[config.mk]
export PLATFORM = sky130hd
export DESIGN_NAME = mac_mul_mid_flat
export DESIGN_NICKNAME = d
export VERILOG_FILES = /design/src/rtl/mac_mul_mid_if.sv /design/src/rtl/mac_mul_mid.sv /design/src/flat_wrapper.sv
export SDC_FILE = /design/constraint.sdc
export NUM_CORES = 1
export LEC_CHECK = 0
export BUFFER_PORTS_ARGS = -buffer_cell sky130_fd_sc_hd__buf_4
export CAP_MARGIN = 10
export CORE_UTILIZATION = 50
export CTS_BUF_LIST = sky130_fd_sc_hd__clkbuf_8
export DETAILED_ROUTE_END_ITERATION = 8
export PLACE_DENSITY = 0.69
export SLEW_MARGIN = 0
export SYNTH_ARGS = -nofsm -noshare
export SYNTH_HDL_FRONTEND = slang
export SYNTH_SLANG_ARGS = --single-unit
[constraint.sdc]
create_clock -name i_clk -period 8.75 [get_ports i_clk]
set_clock_uncertainty 0.2 [all_clocks]
set_input_delay 1.75 -clock i_clk [delete_from_list [all_inputs] [get_ports i_clk]]
set_output_delay 1.75 -clock i_clk [all_outputs]
set_load 0.05 [all_outputs]
[src/rtl/mac_mul_mid_if.sv]
// -----------------------------------------------------------------------------
// mac_mul_mid_pkg / mac_op_if / mac_prod_if
//
// Purpose:
//   Shared datatype encoding for the MAC mid-path plus the two valid/ready
//   stream interfaces used by the operand multiplier:
//     mac_op_if   - decoded operand beat (activation A, weight B, datatype)
//     mac_prod_if - un-normalised product beat (sign, exponent sum, mantissa)
//
// Modports:
//   master - drives valid and payload, samples ready
//   slave  - samples valid and payload, drives ready
// -----------------------------------------------------------------------------
package mac_mul_mid_pkg;

    // Per-beat arithmetic mode. FP8 is the reset/idle encoding.
    typedef enum logic {
        MAC_DATATYPE_FP8 = 1'b0,
        MAC_DATATYPE_INT = 1'b1
    } mac_datatype;

endpackage

interface mac_op_if;
    import mac_mul_mid_pkg::*;

    logic        valid;
    logic        ready;
    mac_datatype datatype;
    logic        a_iszero;
    logic        b_iszero;
    logic        a_sign;
    logic        b_sign;
    logic [3:0]  a_exp;
    logic [3:0]  b_exp;
    logic [8:0]  a_mant;
    logic [8:0]  b_mant;

    modport master (
        output valid, datatype,
        output a_iszero, b_iszero, a_sign, b_sign,
        output a_exp, b_exp, a_mant, b_mant,
        input  ready
    );

    modport slave (
        input  valid, datatype,
        input  a_iszero, b_iszero, a_sign, b_sign,
        input  a_exp, b_exp, a_mant, b_mant,
        output ready
    );
endinterface

interface mac_prod_if;
    import mac_mul_mid_pkg::*;

    logic        valid;
    logic        ready;
    mac_datatype datatype;
    logic        iszero;
    logic        sign;
    logic [5:0]  exp;
    logic [17:0] mant;

    modport master (
        output valid, datatype, iszero, sign, exp, mant,
        input  ready
    );

    modport slave (
        input  valid, datatype, iszero, sign, exp, mant,
        output ready
    );
endinterface

[src/rtl/mac_mul_mid.sv]
// -----------------------------------------------------------------------------
// mac_mul_mid
//
// Purpose:
//   Two-stage pipelined operand multiplier sitting directly after the MAC
//   mid-path decoder. Each beat carries two decoded operands and a datatype;
//   the block emits an un-normalised product for the aligner/accumulator.
//     S1 : registers the raw operands and datatype
//     S2 : output registers holding the computed product
//   Full valid/ready backpressure, 1 beat/cycle, 2-cycle latency unstalled.
//
// Ports:
//   i_clk       clock
//   i_rst       synchronous reset, active-high
//   op          operand stream (slave): valid/ready, datatype, A/B fields
//   prod        product stream (master): valid/ready, datatype, iszero,
//               sign, exp[5:0], mant[17:0]
//   i_cnt_clr   synchronous clear of the zero-product counter
//   o_zero_cnt  saturating count of zero products transferred downstream
//
// Parameters:
//   CNT_W        width of the zero-product counter
//   FP8_EXP_MIN  effective exponent used for FP8 operands with exp == 0
// -----------------------------------------------------------------------------
module mac_mul_mid
    import mac_mul_mid_pkg::*;
#(
    parameter int CNT_W       = 16,
    parameter int FP8_EXP_MIN = 1
) (
    input  logic             i_clk,
    input  logic             i_rst,
    mac_op_if.slave          op,
    mac_prod_if.master       prod,
    input  logic             i_cnt_clr,
    output logic [CNT_W-1:0] o_zero_cnt
);

    localparam logic [3:0] EXP_MIN = 4'(FP8_EXP_MIN);

    // -------------------------------------------------------------------------
    // Stage 1 registers
    // -------------------------------------------------------------------------
    logic        s1_valid;
    mac_datatype s1_datatype;
    logic        s1_a_iszero;
    logic        s1_b_iszero;
    logic        s1_a_sign;
    logic        s1_b_sign;
    logic [3:0]  s1_a_exp;
    logic [3:0]  s1_b_exp;
    logic [8:0]  s1_a_mant;
    logic [8:0]  s1_b_mant;

    // -------------------------------------------------------------------------
    // Handshake
    // -------------------------------------------------------------------------
    logic s2_adv;
    logic in_xfer;
    logic out_xfer;

    // The output stage can take a new beat when it is empty or being drained.
    assign s2_adv   = !prod.valid || prod.ready;
    // Combinational from downstream ready so a full pipe keeps streaming
    // without a bubble when input and output transfer in the same cycle.
    assign op.ready = !s1_valid || s2_adv;
    assign in_xfer  = op.valid && op.ready;
    assign out_xfer = prod.valid && prod.ready;

    // -------------------------------------------------------------------------
    // Arithmetic between S1 and S2
    // -------------------------------------------------------------------------
    logic [3:0]         eff_a_exp;
    logic [3:0]         eff_b_exp;
    logic [7:0]         fp_mant;
    logic signed [17:0] int_mant;

    logic        nx_iszero;
    logic        nx_sign;
    logic [5:0]  nx_exp;
    logic [17:0] nx_mant;

    // FP8 zero/subnormal exponents behave as the minimum normal exponent.
    assign eff_a_exp = (s1_a_exp == 4'd0) ? EXP_MIN : s1_a_exp;
    assign eff_b_exp = (s1_b_exp == 4'd0) ? EXP_MIN : s1_b_exp;

    // FP8 uses only the low 4 mantissa bits (hidden bit + 3 fraction bits).
    assign fp_mant  = {4'd0, s1_a_mant[3:0]} * {4'd0, s1_b_mant[3:0]};

    // Integer mode: both 9-bit mantissas are two's complement.
    assign int_mant = 18'($signed(s1_a_mant)) * 18'($signed(s1_b_mant));

    // NOTE: every output of a combinational block is given a default first,
    // so no path through the if/else can leave it unassigned (no latch).
    always_comb begin
        nx_iszero = s1_a_iszero || s1_b_iszero;
        nx_sign   = 1'b0;
        nx_exp    = 6'd0;
        nx_mant   = 18'd0;

        if (!nx_iszero) begin
            if (s1_datatype == MAC_DATATYPE_FP8) begin
                nx_sign = s1_a_sign ^ s1_b_sign;
                nx_exp  = {2'b00, eff_a_exp} + {2'b00, eff_b_exp};
                nx_mant = {10'd0, fp_mant};
            end else begin
                // Sign and exponent inputs are meaningless for integers; the
                // product's own sign bit is reported instead.
                nx_mant = int_mant;
                nx_sign = int_mant[17];
            end
        end
    end

    // -------------------------------------------------------------------------
    // Pipeline registers and zero counter
    // -------------------------------------------------------------------------
    // NOTE: sequential state uses non-blocking assignments only, so every
    // register samples pre-edge values regardless of statement order.
    always_ff @(posedge i_clk) begin
        if (i_rst) begin
            s1_valid      <= 1'b0;
            prod.valid    <= 1'b0;
            prod.datatype <= MAC_DATATYPE_FP8;
            prod.iszero   <= 1'b0;
            prod.sign     <= 1'b0;
            prod.exp      <= 6'd0;
            prod.mant     <= 18'd0;
            o_zero_cnt    <= '0;
        end else begin
            // Stage 1: load on accept, empty when drained with nothing new.
            // NOTE: the S1 payload is deliberately not reset; it is only ever
            // consumed while s1_valid is set, so reset only the valid bit.
            if (in_xfer) begin
                s1_valid    <= 1'b1;
                s1_datatype <= op.datatype;
                s1_a_iszero <= op.a_iszero;
                s1_b_iszero <= op.b_iszero;
                s1_a_sign   <= op.a_sign;
                s1_b_sign   <= op.b_sign;
                s1_a_exp    <= op.a_exp;
                s1_b_exp    <= op.b_exp;
                s1_a_mant   <= op.a_mant;
                s1_b_mant   <= op.b_mant;
            end else if (s1_valid && s2_adv) begin
                s1_valid <= 1'b0;
            end

            // Stage 2: payload only changes when a real beat moves in, so it
            // holds under stall and keeps its last value while idle.
            if (s2_adv) begin
                prod.valid <= s1_valid;
                if (s1_valid) begin
                    prod.datatype <= s1_datatype;
                    prod.iszero   <= nx_iszero;
                    prod.sign     <= nx_sign;
                    prod.exp      <= nx_exp;
                    prod.mant     <= nx_mant;
                end
            end

            // Clear wins over a same-cycle increment; saturate at all-ones.
            if (i_cnt_clr) begin
                o_zero_cnt <= '0;
            end else if (out_xfer && prod.iszero && (o_zero_cnt != '1)) begin
                o_zero_cnt <= o_zero_cnt + CNT_W'(1);
            end
        end
    end

endmodule

[src/flat_wrapper.sv]
// flat-port wrapper written by rule: the top's interface ports become plain ports
module mac_mul_mid_flat import mac_mul_mid_pkg::*;
#(
    parameter int CNT_W       = 16,
    parameter int FP8_EXP_MIN = 1
)
  (i_clk, i_rst, i_cnt_clr, o_zero_cnt, op_valid, op_datatype, op_a_iszero, op_b_iszero, op_a_sign, op_b_sign, op_a_exp, op_b_exp, op_a_mant, op_b_mant, op_ready, prod_valid, prod_datatype, prod_iszero, prod_sign, prod_exp, prod_mant, prod_ready);
  mac_op_if op_i ();
  mac_prod_if prod_i ();
  input  logic i_clk;
  input  logic i_rst;
  input  logic i_cnt_clr;
  output logic [CNT_W-1:0] o_zero_cnt;
  input wire logic [$bits(op_i.valid)-1:0] op_valid;
  input wire logic [$bits(op_i.datatype)-1:0] op_datatype;
  input wire logic [$bits(op_i.a_iszero)-1:0] op_a_iszero;
  input wire logic [$bits(op_i.b_iszero)-1:0] op_b_iszero;
  input wire logic [$bits(op_i.a_sign)-1:0] op_a_sign;
  input wire logic [$bits(op_i.b_sign)-1:0] op_b_sign;
  input wire logic [$bits(op_i.a_exp)-1:0] op_a_exp;
  input wire logic [$bits(op_i.b_exp)-1:0] op_b_exp;
  input wire logic [$bits(op_i.a_mant)-1:0] op_a_mant;
  input wire logic [$bits(op_i.b_mant)-1:0] op_b_mant;
  output wire logic [$bits(op_i.ready)-1:0] op_ready;
  output wire logic [$bits(prod_i.valid)-1:0] prod_valid;
  output wire logic [$bits(prod_i.datatype)-1:0] prod_datatype;
  output wire logic [$bits(prod_i.iszero)-1:0] prod_iszero;
  output wire logic [$bits(prod_i.sign)-1:0] prod_sign;
  output wire logic [$bits(prod_i.exp)-1:0] prod_exp;
  output wire logic [$bits(prod_i.mant)-1:0] prod_mant;
  input wire logic [$bits(prod_i.ready)-1:0] prod_ready;
  assign op_i.valid = op_valid;
  assign op_i.datatype = op_datatype;
  assign op_i.a_iszero = op_a_iszero;
  assign op_i.b_iszero = op_b_iszero;
  assign op_i.a_sign = op_a_sign;
  assign op_i.b_sign = op_b_sign;
  assign op_i.a_exp = op_a_exp;
  assign op_i.b_exp = op_b_exp;
  assign op_i.a_mant = op_a_mant;
  assign op_i.b_mant = op_b_mant;
  assign op_ready = op_i.ready;
  assign prod_valid = prod_i.valid;
  assign prod_datatype = prod_i.datatype;
  assign prod_iszero = prod_i.iszero;
  assign prod_sign = prod_i.sign;
  assign prod_exp = prod_i.exp;
  assign prod_mant = prod_i.mant;
  assign prod_i.ready = prod_ready;
  mac_mul_mid #(.CNT_W(CNT_W), .FP8_EXP_MIN(FP8_EXP_MIN)) u_core (.i_clk(i_clk), .i_rst(i_rst), .op(op_i), .prod(prod_i), .i_cnt_clr(i_cnt_clr), .o_zero_cnt(o_zero_cnt));
endmodule
; ---- Word level (Yosys, flattened, before mapping)
; Index checks and enable logic that the tools add are counted.
[totals]
reg_bits = 76
memories = 0
output_inout_bits = 45
latch_bits = 0
in_bits = 36
mem_bits_ro = 0
word_cells = 50
ram_bits = 0
[classes]
n_div = 0
multipliers = 2
n_reduce_logical = 16
bitwise = 2
n_shift = 0
mux = 10
n_eq_ne = 1
addsub = 2
n_lt_le_gt_ge = 0
[ops]
columns = op, n
row1 = two-way mux 18 bit, 2
row2 = multiplier 9 x 9 -> 18 bit, 1
row3 = adder 16 x 1 -> 16 bit (second input constant), 1
row4 = inequality test 16 bit (second input constant), 1
row5 = two-way mux 6 bit, 2
row6 = zero test 4 bit, 2
row7 = multiplier 4 x 4 -> 8 bit, 1
row8 = two-way mux 4 bit, 2
row9 = adder 4 x 4 -> 5 bit, 1
row10 = logical AND 1 bit, 5
row11 = two-way mux 1 bit, 4
row12 = AND reduction 2 bit, 2
row13 = logical OR 1 bit, 3
row14 = zero test 1 bit, 2
row15 = nonzero test 2 bit, 1
row16 = OR reduction 2 bit, 1
row17 = inverter 1 bit, 1
row18 = XOR 1 bit, 1

; ---- Logic depth before layout (Yosys ltp)
; Gate-level depths: netlist (run 1).
[logic_depth]
ltp_word = 5
mapped_depth = 20

; ---- Least setup slack after synthesis (run 1)
; No wires, ideal clock.
[synth_timing]
path_kind = register to register
startpoint = register u_core.s1_b_mant[1]
endpoint = register u_core.prod.mant[15]
stages_incl_launch_ff = 16
period_less_slack_ns = 4.948
t_arrival_ns = 4.618
path_slack_ns = 3.802
path_buffers = 1
path_cell_list = edfxtp_1 -> clkbuf_1 -> and2_1 -> fa_1 -> inv_1 -> fa_1 -> inv_1 -> fa_1 -> fa_1 -> ha_1 -> ha_1 -> or3_1 -> or3_1 -> a31oi_1 -> xor2_1 -> o21ai_0
[synth_via]
elab_chain_len = 3
[synth_lines]
columns = item, line
row1 = "start, declared", mac_mul_mid.sv:53  ; logic [8:0] s1_b_mant;
row2 = "start signal, assigned", mac_mul_mid.sv:144  ; s1_b_mant <= op.b_mant;
row3 = multiplier 9 x 9 -> 18 bit, mac_mul_mid.sv:91  ; assign int_mant = 18'($signed(s1_a_mant)) * 18'($signed(s1_b_mant));
row4 = two-way mux 18 bit, mac_mul_mid.sv:102  ; if (s1_datatype == MAC_DATATYPE_FP8) begin
row5 = two-way mux 18 bit, mac_mul_mid.sv:101  ; if (!nx_iszero) begin
row6 = "end signal, assigned", mac_mul_mid.sv:158  ; prod.mant <= nx_mant;
row7 = "end, declared", mac_mul_mid_if.sv:66  ; output valid, datatype, iszero, sign, exp, mant,
; No other way between the ends.
; A chain may end at the register's enable or synchronous reset.

; ---- Worst setup path after layout (run 1)
[layout_timing]
startpoint = register u_core.s1_b_mant[0]
endpoint = register u_core.prod.mant[15]
; Same word-level chain as after synthesis.

==> results of run 1 <==
-- cell usage after synthesis (2+ instances only) --
master	instances
nor2_1	36
a222oi_1	2
and2_1	41
nand3_1	7
edfxtp_1	31
a31oi_1	2
or4_1	2
xnor2_1	15
a21o_1	7
a22oi_1	11
o21a_1	4
and3b_1	2
a211oi_1	2
nor4b_1	2
nand2_1	57
a41oi_1	2
o21ai_0	18
and3_1	4
ha_1	53
dfxtp_1	44
a21oi_1	21
mux2i_1	4
nor3_1	5
or2_2	3
and4_1	2
fa_1	75
clkbuf_1	22
nand2b_1	10
nor2b_1	9
nor3b_1	5
or3_1	4
nand4_1	5
a32oi_1	2
inv_1	83
xor2_1	18
-- routing by layer --
layer	track usage, %	part of all wire, %
met4	5.45	1.1
met2	36.3	47
met5	0	0
met3	7.07	7.3
met1	30.3	45
-- registers in the layout, indices dropped and copies added (netlist names), 4 cells and up --
signal,cells
u_core.s1_b_exp,4
u_core.s1_b_mant,9
u_core.o_zero_cnt,16
u_core.s1_a_exp,4
u_core.prod.exp,5
u_core.prod.mant,18
u_core.s1_a_mant,9
-- report_power, final --
| part | internal (mW) | switching, mW |
|---|---|---|
| Combinational | 0.368 | 0.466 |
| Clock | 0.163 | 0.143 |
| Sequential | 0.378 | 0.0156 |
-- area by class of cell --
type	instances	area [sq um]	area share, %
Tap cell	168	210	2.92
Inverter	84	315	4.38
Sequential cell	75	1810	25.2
Clock inverter	7	97.6	1.36
Multi-Input combinational cell	442	4030	56.1
Clock buffer	9	124	1.72
Timing Repair Buffer	80	601	8.35
-- final timing paths --
kind                            start                    to  slack [ps]  cells after the start
setup / recovery  u_core.s1_b_mant[0]  u_core.prod.mant[15]        3450                     15
hold / removal     u_core.prod.exp[4]    u_core.prod.exp[4]         260                      2
setup reg to reg  u_core.s1_b_mant[0]  u_core.prod.mant[15]        3450                     15
hold reg to reg    u_core.prod.exp[4]    u_core.prod.exp[4]         260                      2
-- cell families after synthesis --
kind of cell    after synthesis
mux                           5
compound gates               76
fa+ha+maj                   128
buf+inv                     108
other cells                   1
xor+xnor                     33
flops                        75
simple gates                199
-- critical path, cell delays in order (launching register included) --
cell      delay, ps
edfxtp_1        550
nand2_1         180
inv_1           100
fa_1            580
inv_1           170
fa_1            570
inv_1            50
fa_1            470
fa_1            500
ha_1            310
ha_1            260
or3_1           420
or3_1           370
a31oi_1         220
xor2_1          160
o21ai_0          80
==> metrics.txt, run 1 <==
routed vias/inst=5.22; Final Power=1.53 mW; Post-DRT Antenna Nets=0; largest area contributor in the netlist=fa_1; Final Hold Fails=0; CP Capture Type=flip-flop; Post-DP Area=0.00697 sq mm; Layout Area Growth over Synthesis=15.0%; initial antenna violation count=0; RSZ-0062 raised after global routing=no; first-pass GRT wire length=22700 um; Post-Synth Adder-Cell Area=34.6%; CORE AREA=0.0121 sq mm; Final nets=856; Mapped Cells=625; Worst setup SP type=flip-flop; flops & latches, synth=75; H-tree levels=3; count of flip-flops with a built-in enable after synthesis=31; Synth Net Count=789; Root Driver=clkbuf_8; Post-DP HPWL=10600 um; Initial Util=51.7%; worst min-delay path class=flip-flop to flip-flop; final core utilization=59.4%; CTS clk-pin slew, worst paths=90 ps; leak pwr=3.34 nW; share of the synthesized area in the top cell type=24.0%; WP data required=8810 ps; Final period util=60.6%; DRT Pass-1 Iters=5; Die Span Y=114 um; fillers=1058; main combinational cell family by area after synthesis=adder cells; total CTS buffers=9; top_reg_cell synth=dfxtp_1; power per cell area=213 mW/mm^2; Post-synth ARST share=0%; worst skew pair latency=370 ps; Num Clock Sinks=75; grt total ovfl=0; Pins Over Slew Limit=0; vias after detailed routing=4512; Die X=114 um; top post-synthesis cells by area=fa_1, edfxtp_1, dfxtp_1, ha_1, inv_1; DRC Markers=0; Layout Cell Area excl Fill=0.00719 sq mm; # IOs=81; Seq/Total Area, Yosys=29.0%; most frequent cells in the layout=inv_1, buf_4, fa_1; Post-CTS Setup Bufs=0; overall routing resource usage=22.7%; Max Clk Rate=189 MHz; WL per Instance=15.3 um; CTS tree=done; max_cap viols=0; most common cell after layout, fill and taps aside=inv_1; Setup-failing EPs final=0; Worst-Margin Slew=701 ps; placement row count=40; synthesized cell area=0.00626 sq mm; YS warnings=0; Fin Setup TNS=0 ps; Mapped Avg Cell Area=10.0 sq um; Hold Slack=261 ps; maximum vdd drop=0.127 mV; Synth Area in XOR/XNOR=4.62%; Setup WS post-layout=3450 ps; CP Class=flip-flop to flip-flop; Setup WS pre-CTS=3450 ps; status=completed; vias in the first global route=4619; layout cells sized above 1=14.9%; crit path DAT=5360 ps; Hold Buf Count CTS=0; Max Buffers Root-to-Sink=2; largest net degree at the start of global routing=32; initial drt markers=230; simple-gate portion of the synthesized area=16.7%; mux contribution to synthesized area=0.820%; placed insts=849; Gates resized, CTS repair=0; Synth Area in Compound Gates=7.72%; Non-Filler Instances=865; Synth cell types=50; worst-path fanout max=9; final wirelength=13300 um; PortBufs=79; ant diodes=0; gpl congestion=0.844; post-route minimum period=5300 ps; Die Area=0.0130 sq mm; Relative slew margins=53.2%
(Power assumes the default switching activity.)
==> inputs of run 2 (changes only) <==
==> constraint.sdc (replaced) <==
create_clock -name i_clk -period 5.3 [get_ports i_clk]
set_clock_uncertainty 0.2 [all_clocks]
set_input_delay 1.06 -clock i_clk [delete_from_list [all_inputs] [get_ports i_clk]]
set_output_delay 1.06 -clock i_clk [all_outputs]
set_load 0.05 [all_outputs]
==> run 2 against run 1 <==
Against the previous run: maximum frequency rose by 2.8%; worst setup slack got worse by 3300 ps; final cell count rose by 2.0%; clock power rose by 61%; critical path depth did not move; cell area rose by 2.2%.
==> metrics.txt, run 2 (synthesis results as in run 1) <==
R2R cell count=15; placement row count=40; FF-to-FF End=u_core.prod.mant[15]; max reg flops=18; first-pass GRT wire length=23200 um; DRT Pass-1 Iters=6; overall routing resource usage=23.1%; Final Power=2.66 mW; initial antenna violation count=0; initial drt markers=314; Max Clk Rate=194 MHz; Max Buffers Root-to-Sink=2; vias after detailed routing=4603; grt total ovfl=0; Layout Area Growth over Synthesis=17.6%; top flop regs=u_core.prod.mant x18, u_core.o_zero_cnt x16; Worst setup SP type=flip-flop; H-tree levels=3; Worst-Margin Slew=669 ps; power per cell area=362 mW/mm^2; WL per Instance=15.3 um; Post-DRT Antenna Nets=0; final wirelength=13500 um; largest net degree at the start of global routing=26; Die Span Y=114 um; final core utilization=60.7%; Initial Util=51.7%; layout cells sized above 1=18.2%; crit path DAT=5200 ps; Multi-input gate area=0.00407 sq mm; maximum vdd drop=0.192 mV; Die X=114 um; ant diodes=0; CORE AREA=0.0121 sq mm; most common cell after layout, fill and taps aside=buf_4; worst-path fanout max=6; routed vias/inst=5.22; worst min-delay path class=flip-flop to flip-flop; Pins Over Slew Limit=0; DRC Markers=0; Hold Crit Endpoint=u_core.prod.exp[4]; # IOs=81; post-route minimum period=5160 ps; most frequent cells in the layout=buf_4, inv_1, fa_1; gpl congestion=0.883; Hold Slack=270 ps; CTS tree=done; Final Hold Fails=0; vias in the first global route=4777; Die Area=0.0130 sq mm; Post-DP Area=0.00702 sq mm; Post-DP HPWL=10800 um; Biggest register=u_core.prod.mant; status=completed; max_cap viols=0; Hold Path Origin=u_core.prod.exp[4]; Register Area=0.00181 sq mm; CP Class=flip-flop to flip-flop; leak pwr=3.41 nW; Root Driver=clkbuf_8; PortBufs=79; worst skew pair latency=360 ps; setup slack, reg-to-reg=140 ps; R2R Path Start=u_core.s1_a_mant[8]; CP Capture Type=flip-flop; Final period util=97.3%; CTS clk-pin slew, worst paths=90 ps; Layout Cell Area excl Fill=0.00735 sq mm; WP data required=5340 ps; Final nets=873; fillers=1057; Relative slew margins=55.3%; Hold Path Depth=2; Setup-failing EPs final=0; placed insts=856; Hold Buf Count CTS=0; total CTS buffers=9; Num Clock Sinks=75; Non-Filler Instances=882
[run 2: changes by cell type in the layout (fill, tap and decap cells not counted), sizes merged]
cell    change
inv         -2
clkinv      +2
buf        +17
[run 2: cell type report]
class	instances	area share, %
multi-input combinational	442	55.4
sequential	75	24.6
timing repair buffer	97	9.90
inverter	84	4.29
tap	168	2.86
clock buffer	9	1.68
clock inverter	7	1.26
[run 2: worst max path at each step]
| stage | startpoint | end | slack (ps) | depth (start not counted) |
|---|---|---|---|---|
| CTS | u_core.s1_b_mant[2] | u_core.prod.mant[15] | 3 | 14 |
| floorplan | u_core.s1_b_mant[1] | u_core.prod.mant[15] | 350 | 15 |
| finish | u_core.s1_a_mant[8] | u_core.prod.mant[15] | 140 | 15 |
| detailed placement | u_core.s1_a_mant[8] | u_core.prod.mant[15] | 30 | 14 |
| global route | u_core.s1_a_mant[8] | u_core.prod.mant[15] | -3 | 15 |
| global placement | u_core.s1_b_mant[2] | u_core.prod.mant[15] | 180 | 14 |
[run 2: timing repair]
| action | CTS | global route |
|---|---|---|
| hold endpoints to repair | 0 | 0 |
| setup buffers | 0 | 10 |
| gates resized for setup | 0 | 11 |
| setup endpoints to repair | 0 | 6 |
[run 2: where the power goes]
part,switching (mW),internal [mW]
clock,0.229,0.264
combinational,0.843,0.679
sequential,0.0214,0.624
[run 2: through the flow]
step                      setup WS [ps]  TNS, ps
after detailed placement           34.7        0
final                               143        0
after CTS                          2.51        0
after global placement              183        0
after floorplan                     352        0
after global routing              -2.74    -2.74
[run 2: critical path: stages (launching register included)]
cell      delay, ps
edfxtp_1        470
buf_4           190
and2_1          150
fa_2            560
inv_2            90
fa_1            540
inv_1            50
fa_1            480
fa_1            500
ha_1            310
ha_2            220
or3_4           400
or3_1           420
a31oi_1         170
xor2_1          180
o21ai_0         100
[run 2: layer usage]
metal	wire length, um	GRT usage [%]	share of wire [%]	up-vias
li1	-	-	-	2201
met1	6090	31.3	45	2239
met2	6450	37.0	48	144
met3	743	4.30	5.5	19
met4	240	8.48	1.8	0
met5	0	0	0	-
